<file path="src/rtl/window_pkg.sv">
// ---------------------------------------------------------------------------
// window_pkg: shared width, register map, state encoding and reset defaults
// Rev 1.0
// ---------------------------------------------------------------------------
`default_nettype none

package window_pkg;

  localparam int W_DEF      = 13;
  localparam int DEF_PERIOD = 4999;
  localparam int DEF_S1     = 3849;
  localparam int DEF_E1     = 4149;
  localparam int DEF_S2     = 3199;
  localparam int DEF_E2     = 3799;

  typedef enum logic [2:0] {
    ADDR_PERIOD = 3'd0,
    ADDR_S1     = 3'd1,
    ADDR_E1     = 3'd2,
    ADDR_S2     = 3'd3,
    ADDR_E2     = 3'd4,
    ADDR_CTRL   = 3'd5,
    ADDR_COMMIT = 3'd6,
    ADDR_NOP    = 3'd7
  } cfg_addr_e;

  typedef enum logic [1:0] {
    ST_STOP     = 2'd0,
    ST_RUN      = 2'd1,
    ST_RUN_PEND = 2'd2
  } state_e;

endpackage

`default_nettype wire

</file>
<file path="src/rtl/window_cmp.sv">
// ---------------------------------------------------------------------------
// window_cmp: active-low flag for start <= count < end (empty when start >= end)
// Rev 1.0
// ---------------------------------------------------------------------------
`default_nettype none

module window_cmp
  import window_pkg::*;
#(
  parameter int W = W_DEF
) (
  input  logic [W-1:0] i_count,
  input  logic [W-1:0] i_start,
  input  logic [W-1:0] i_end,
  output logic         o_win_n
);

  assign o_win_n = !((i_count >= i_start) && (i_count < i_end));

endmodule

`default_nettype wire

</file>
<file path="src/rtl/window_scheduler.sv">
// ---------------------------------------------------------------------------
// window_scheduler: free-running period counter driving two active-low windows,
// with shadow registers committed atomically at a period boundary
// Rev 1.0
// ---------------------------------------------------------------------------
`default_nettype none

module window_scheduler
  import window_pkg::*;
#(
  parameter int W      = W_DEF,
  parameter int P_DEF  = DEF_PERIOD,
  parameter int S1_DEF = DEF_S1,
  parameter int E1_DEF = DEF_E1,
  parameter int S2_DEF = DEF_S2,
  parameter int E2_DEF = DEF_E2
) (
  input  logic         Clock,
  input  logic         Reset,
  input  logic         cfg_valid,
  output logic         cfg_ready,
  input  logic [2:0]   cfg_addr,
  input  logic [W-1:0] cfg_data,
  output logic         f1,
  output logic         f2,
  output logic [W-1:0] count,
  output logic         wrap
);

  // Register file order: PERIOD, S1, E1, S2, E2
  localparam logic [W-1:0] C_DEF [5] = '{W'(P_DEF), W'(S1_DEF), W'(E1_DEF),
                                         W'(S2_DEF), W'(E2_DEF)};

  state_e       r_state;
  state_e       w_state_nxt;
  logic [W-1:0] r_count;
  logic [W-1:0] w_count_nxt;
  logic [W-1:0] r_sh  [5];
  logic [W-1:0] r_act [5];
  logic         r_f1;
  logic         r_f2;
  cfg_addr_e    w_addr;
  logic         w_wr;
  logic         w_wrap;
  logic         w_commit;
  logic         w_keep_run;
  logic         w_win1_n;
  logic         w_win2_n;

  assign w_addr    = cfg_addr_e'(cfg_addr);
  assign cfg_ready = (r_state != ST_RUN_PEND);
  assign w_wr      = cfg_valid && cfg_ready;
  assign w_wrap    = (r_state != ST_STOP) && (r_count == r_act[0]);

  always_comb begin
    w_state_nxt = r_state;
    w_count_nxt = r_count;
    w_commit    = 1'b0;
    case (r_state)
      ST_STOP: begin
        w_count_nxt = '0;
        if (w_wr && (w_addr == ADDR_CTRL) && cfg_data[0]) begin
          w_state_nxt = ST_RUN;
        end
        if (w_wr && (w_addr == ADDR_COMMIT)) begin
          w_commit = 1'b1;
        end
      end
      ST_RUN: begin
        w_count_nxt = w_wrap ? '0 : r_count + W'(1);
        if (w_wr && (w_addr == ADDR_CTRL) && !cfg_data[0]) begin
          w_state_nxt = ST_STOP;
          w_count_nxt = '0;
        end else if (w_wr && (w_addr == ADDR_COMMIT)) begin
          w_state_nxt = ST_RUN_PEND;
        end
      end
      ST_RUN_PEND: begin
        w_count_nxt = w_wrap ? '0 : r_count + W'(1);
        // New set lands together with the count returning to 0
        if (w_wrap) begin
          w_commit    = 1'b1;
          w_state_nxt = ST_RUN;
        end
      end
      default: begin
        w_state_nxt = ST_STOP;
        w_count_nxt = '0;
      end
    endcase
  end

  // Windows are forced inactive on the edge that stops the counter
  assign w_keep_run = (r_state != ST_STOP) && (w_state_nxt != ST_STOP);

  window_cmp #(.W(W)) u_cmp_f1 (
    .i_count (r_count),
    .i_start (r_act[1]),
    .i_end   (r_act[2]),
    .o_win_n (w_win1_n)
  );

  window_cmp #(.W(W)) u_cmp_f2 (
    .i_count (r_count),
    .i_start (r_act[3]),
    .i_end   (r_act[4]),
    .o_win_n (w_win2_n)
  );

  always_ff @(posedge Clock) begin
    if (Reset) begin
      r_state <= ST_RUN;
      r_count <= '0;
      r_sh    <= C_DEF;
      r_act   <= C_DEF;
      r_f1    <= 1'b1;
      r_f2    <= 1'b1;
    end else begin
      r_state <= w_state_nxt;
      r_count <= w_count_nxt;
      r_f1    <= w_keep_run ? w_win1_n : 1'b1;
      r_f2    <= w_keep_run ? w_win2_n : 1'b1;
      if (w_wr) begin
        case (w_addr)
          ADDR_PERIOD: r_sh[0] <= cfg_data;
          ADDR_S1:     r_sh[1] <= cfg_data;
          ADDR_E1:     r_sh[2] <= cfg_data;
          ADDR_S2:     r_sh[3] <= cfg_data;
          ADDR_E2:     r_sh[4] <= cfg_data;
          default:     ;
        endcase
      end
      if (w_commit) begin
        r_act <= r_sh;
      end
    end
  end

  assign count = r_count;
  assign f1    = r_f1;
  assign f2    = r_f2;
  assign wrap  = w_wrap;

endmodule

`default_nettype wire
</file>
<file path="config.mk">
export PLATFORM = sky130hd
export DESIGN_NAME = window_scheduler
export DESIGN_NICKNAME = d
export VERILOG_FILES = /design/src/rtl/window_pkg.sv /design/src/rtl/window_cmp.sv /design/src/rtl/window_scheduler.sv
export SDC_FILE = /design/constraint.sdc
export NUM_CORES = 1
export LEC_CHECK = 0
export CAP_MARGIN = 5
export CORE_ASPECT_RATIO = 0.6
export CORE_MARGIN = 2
export CORE_UTILIZATION = 60
export DETAILED_ROUTE_END_ITERATION = 8
export PLACE_DENSITY = 0.8
export SKIP_LAST_GASP = 1
export SLEW_MARGIN = 25
export SYNTH_ARGS = -nofsm -noshare
export SYNTH_HDL_FRONTEND = slang
export SYNTH_SLANG_ARGS = --single-unit
</file>
<file path="constraint.sdc">
create_clock -name Clock -period 2.5 [get_ports Clock]
set_clock_uncertainty 0.15 [all_clocks]
set_input_delay 0.375 -clock Clock [delete_from_list [all_inputs] [get_ports Clock]]
set_output_delay 0.375 -clock Clock [all_outputs]
set_load 0.01 [all_outputs]
</file>
# Word level (Yosys, flattened, before mapping)
# Index checks and enable logic that the tools add are counted.
# totals
reg_bits	147
elab_cells	63
# classes
addsub	1
n_lt_le_gt_ge	4
eq_ne	10
mux	11
bitwise_logic	1
n_reduce_logical	22
# op_table
cell	n
13-bit greater-or-equal comparator	2
13-bit < comparator	2
13-bit 2-to-1 mux	2
13-bit one-hot mux with 2 select lines	1
13-bit by 1-bit adder with 13-bit output, second input constant	1
13-bit == test	1
2-bit AND reduction	5
3-bit == test, second input constant	3
1-bit logical AND	9
2-bit 2-to-1 mux	4
3-bit by 2-bit == test with 1-bit output, second input constant	2
2-bit one-hot mux with 3 select lines	1
2-bit nonzero test	2
3-bit by 1-bit == test with 1-bit output, second input constant	1
1-bit logical NOT	3
3-bit logical NOT	1
2-bit by 1-bit == test with 1-bit output, second input constant	1
2-bit == test, second input constant	1
2-bit logical NOT	1
1-bit 2-to-1 mux	2
2-bit inequality test, second input constant	1
1-bit one-hot mux with 2 select lines	1
2-bit OR reduction	1
1-bit inverter	1

# Longest topological paths before layout
# depth
ltp_word	10
depth_mapped	11
ltp_nobuf	8

# Hierarchy
# From an unflattened synthesis, not the netlist that was laid out.
# hier_totals
cells_unflattened	848
hier_area_um2	7258.2
# modules_own_cells
module	n_inst	cells_per_inst	area_each_um2	seq_area_each_um2
window_scheduler	1	674	6034.5	2942.8
window_cmp	2	87	611.8	0.0

# Worst setup path before layout
# No wires, ideal clock.
# synth_path
path_type	register -> register
from	register r_state[0]
to	register r_sh[20] (netlist name)
setup_ns	0.128
t_arrival_ns	1.965
slack_ns	0.257
stages_incl_launch_ff	9
n_path_buf	2
period_less_slack_ns	2.243
path_cell_list	dfxtp_1 -> inv_1 -> ha_1 -> nor3b_1 -> and3_1 -> buf_2 -> buf_4 -> mux2i_1 -> nor2_1
# synth_between
elab_chain_len	3
# synth_lines
element	line_no	rtl
start, declared	window_scheduler.sv:34	state_e r_state;
start signal, assigned	window_scheduler.sv:119	r_state <= w_state_nxt;
2-bit inequality test	window_scheduler.sv:51	assign cfg_ready = (r_state != ST_RUN_PEND);
1-bit logical AND	window_scheduler.sv:52	assign w_wr = cfg_valid && cfg_ready;
2-bit AND reduction (no line)	-	
end, declared	window_scheduler.sv:38	logic [W-1:0] r_sh [5];
# No other way between the ends.
# A chain may end at the register's enable or synchronous reset.

# Worst setup path after layout
# layout_path
from	register r_act[55] (netlist name)
to	output port wrap
# layout_between
elab_chain_len	2
# layout_lines
element	line_no	rtl
start, declared	window_scheduler.sv:39	logic [W-1:0] r_act [5];
start signal, assigned	window_scheduler.sv:134	r_act <= r_sh;
13-bit == test	window_scheduler.sv:53	assign w_wrap = (r_state != ST_STOP) && (r_count == r_act[0]);
1-bit logical AND	window_scheduler.sv:53	
end, declared	window_scheduler.sv:27	output logic wrap
# No other way between the ends.

==> reports/results.tsv <==
stage	metric	value	unit
outcome	status	finished clean	
timing	relSlewSlack	56.7	%
yosys	syn_inst	844	
clock_tree	post_cts_buffers	0	
yosys	synth-seq-cells	147	
power_and_ir_drop	switching_share	26.4	%
placement	port-buffer-count	35	
routing	wl_per_cell	19.5	um
routing	first_pass_iters	5	
timing	worstMarginPinSlew	650	ps
clock_tree	cts_tree	yes	
power_and_ir_drop	internal_power	3.98	mW
yosys	synth_top_area_share	43.0	%
timing	period_share	98.0	%
clock_tree	htree_levels	4	
yosys	async_flop_share	0	%
placement	dp_slack	63.5	ps
floorplanning	die_area	12300	um2
timing	setup_viol	0	
critical_path	crit_fanout	2	
timing	hold_viol	0	
job	cap_violations	0	
routing	initialDrtViolationCount	772	
grt	met2_usage	49.6	%
clock_tree	clkTransAtPathRegs	70	ps
grt	grt_pass1_vias	5762	
grt	gr-usage-met1	49.3	%
power_and_ir_drop	ir_worst_vdd	0.511	mV
power_and_ir_drop	combPwrFrac	8.1	%
placement	gp_congestion	0.941	
clock_tree	clockRootBuffer	clkbuf_16	
routing	wl	20400	um
yosys	synth-edff-count	0	
yosys	yosysUniqueCellTypes	46	
routing	route.detailed.drc	0	
grt	grt.total_usage	34.0	%
routing	antenna_left	0	
final_layout	drive_above_1_share	9.44	%
yosys	synth_largest_area_cell	dfxtp_1	
final_layout	final_cell_mix	177 x nand2_1, 146 x dfxtp_1, 75 x nor3_1, 69 x a21oi_1, 56 x inv_1	
grt	grt.busiest_layer	met2	
yosys	syn_area_per_cell	8.11	um2
final_layout	fin_nets	961	
critical_path	path_buf_inv	1	
critical_path	endpoint_kind	output port	
final_layout	final_common_cell	nand2_1	
grt	grt_pass1_wl	31400	um
critical_path	critPathRequiredTime	1980	ps
clock_tree	cts_made_buffers	17	
yosys	synth_nets	918	
placement	dp_hpwl	13700	um
timing	period_needed	2450	ps
floorplanning	die_h	86.7	um
yosys	ys_seq_area_share	43.0	%
yosys	synth_ff_type	dfxtp_1	
clock_tree	cts_sinks	147	
critical_path	slowest_stage	nor4_1	
final_layout	antennaDiodeCount	0	
final_layout	fillCellCount	824	
timing	fmax	408	MHz
critical_path	crit_chain	xor2_1, nor4_1, and4_1, dlygate4sd2_1	
critical_path	critPathLaunchType	flop	
timing	rsz0062_at_grt	no	
final_layout	final_cells	1044	
grt	antenna_found_initial	0	
floorplanning	coreArea	11200	um2
timing	setup_ws	48.9	ps
final_layout	syn_to_final_growth	18.5	%
clock_tree	clockBufferDepth	2	
power_and_ir_drop	power	5.40	mW
floorplanning	die_x	142	um
timing	finalSetupTns	0	ps
yosys	syn_area	6850	um2
grt	grt_max_degree	80	
floorplanning	io_pins	36	
routing	vias_per_cell	5.98	
power_and_ir_drop	p_sw	1.43	mW
floorplanning	rows	30	
power_and_ir_drop	pwr-share-clk	46.9	%
routing	vias	6243	
critical_path	crit_family	simple AND/OR/NAND/NOR gates	
critical_path	crit_type	reg -> out	
yosys	synthTopCellsByArea	dfxtp_1 43%, ha_1 10%, nand2_1 9.7%	
worst_hold_path	hold_class	reg -> reg	
critical_path	worst_ep_arrival_time	1930	ps
grt	overflow	0	
yosys	ys_warn_count	0	
power_and_ir_drop	seq_power_share	44.9	%
clock_tree	hold_buffers	0	
critical_path	crit_path_max_incr_delay	400	ps
power_and_ir_drop	p_leak	3.46	nW
power_and_ir_drop	power.density	666	nW/um2
timing	finalMaxSlewViolations	0	
grt	gr-usage-met3	9.34	%
floorplanning	start_util	61.0	%
clock_tree	clock_latency	420	ps
placement	dp_cells	1012	
## power by group through the flow
| stage | logic (mW) | clock network, mW | registers (mW) |
|---|---|---|---|
| 2_1_floorplan | 0.247 | 0 | 2.47 |
| 6_report | 0.439 | 2.54 | 2.43 |
| 4_1_cts | 0.428 | 2.55 | 2.43 |
| 3_3_place_gp | 0.399 | 0 | 2.47 |
| 3_5_place_dp | 0.411 | 0 | 2.48 |
| 5_1_grt | 0.471 | 2.66 | 2.43 |
## state kept, by name (all words and copies together) (netlist names)
register / cells
count: 13
f1: 1
r_sh: 65
f2: 1
r_act: 65
r_state: 2
## Yosys cell counts, types with 8 or more instances
| cell | n |
|---|---|
| nor2_1 | 53 |
| nor3_1 | 75 |
| xor2_1 | 21 |
| ha_1 | 55 |
| buf_2 | 13 |
| clkbuf_1 | 30 |
| dfxtp_1 | 147 |
| o21ai_0 | 8 |
| a211o_1 | 9 |
| and3_1 | 9 |
| inv_1 | 56 |
| nand2_1 | 177 |
| a21oi_1 | 69 |
| nand3b_1 | 27 |
| nand3_1 | 12 |
| nor2_2 | 9 |
| nor2b_1 | 13 |
## worst paths after layout
kind                  start   endpoint  slack, ps  depth (start not counted)
setup / recovery  r_act[55]       wrap         50                          4
hold / removal    r_act[45]  r_act[45]        300                          2
setup reg to reg   count[0]         f1        130                          8
hold reg to reg   r_act[45]  r_act[45]        300                          2
## stage by stage
| step | hold slack [ps] | area [um2] | util [%] |
|---|---|---|---|
| finish | 305 | 8110 | 72.3 |
| global route | 313 | 8110 | 72.3 |
| CTS | 289 | 8100 | 72.2 |
| detailed placement | 295 | 7510 | 66.9 |
| global placement | 290 | 7510 | 66.9 |
| floorplan | 282 | 6850 | - |
## cells by family after synthesis
| family | count (synthesis) | share of synthesized area [%] |
|---|---|---|
| AO/OA/AOI/OAI | 114 | 10.1 |
| XOR/XNOR | 24 | 3.07 |
| adder cells (fa/ha/maj) | 55 | 10.1 |
| buffers and inverters | 103 | 6.21 |
| flip-flops | 147 | 43.0 |
| multiplexers | 4 | 0.585 |
| AND/OR/NAND/NOR | 397 | 27.0 |
## worst min-delay path: cells and delay by family (launching register included)
family	cells	cell delay [ps]
compound gates	1	50
flops	1	310
simple gates	1	50
## final cells by class
| class | instances | area (um2) | share of cell area (%) |
|---|---|---|---|
| Sequential cell | 147 | 2940 | 36.3 |
| Clock inverter | 15 | 163 | 2.00 |
| Inverter | 56 | 210 | 2.59 |
| Multi-Input combinational cell | 594 | 3510 | 43.3 |
| Clock buffer | 17 | 425 | 5.24 |
| Timing Repair Buffer | 71 | 679 | 8.37 |
| Tap cell | 144 | 180 | 2.22 |
## layer usage
| layer | up-vias | wire length, um |
|---|---|---|
| met5 | - | 0 |
| met4 | 0 | 344 |
| met3 | 43 | 2620 |
| met2 | 319 | 8480 |
| met1 | 2961 | 8900 |
| li1 | 2920 | - |
## what timing repair did
action | CTS | global route
gates cloned | 0 | 0
resized for setup | 3 | 4
endpoints found under the setup margin | 3 | 2
No activity file was read; power rests on OpenSTA's default activity.
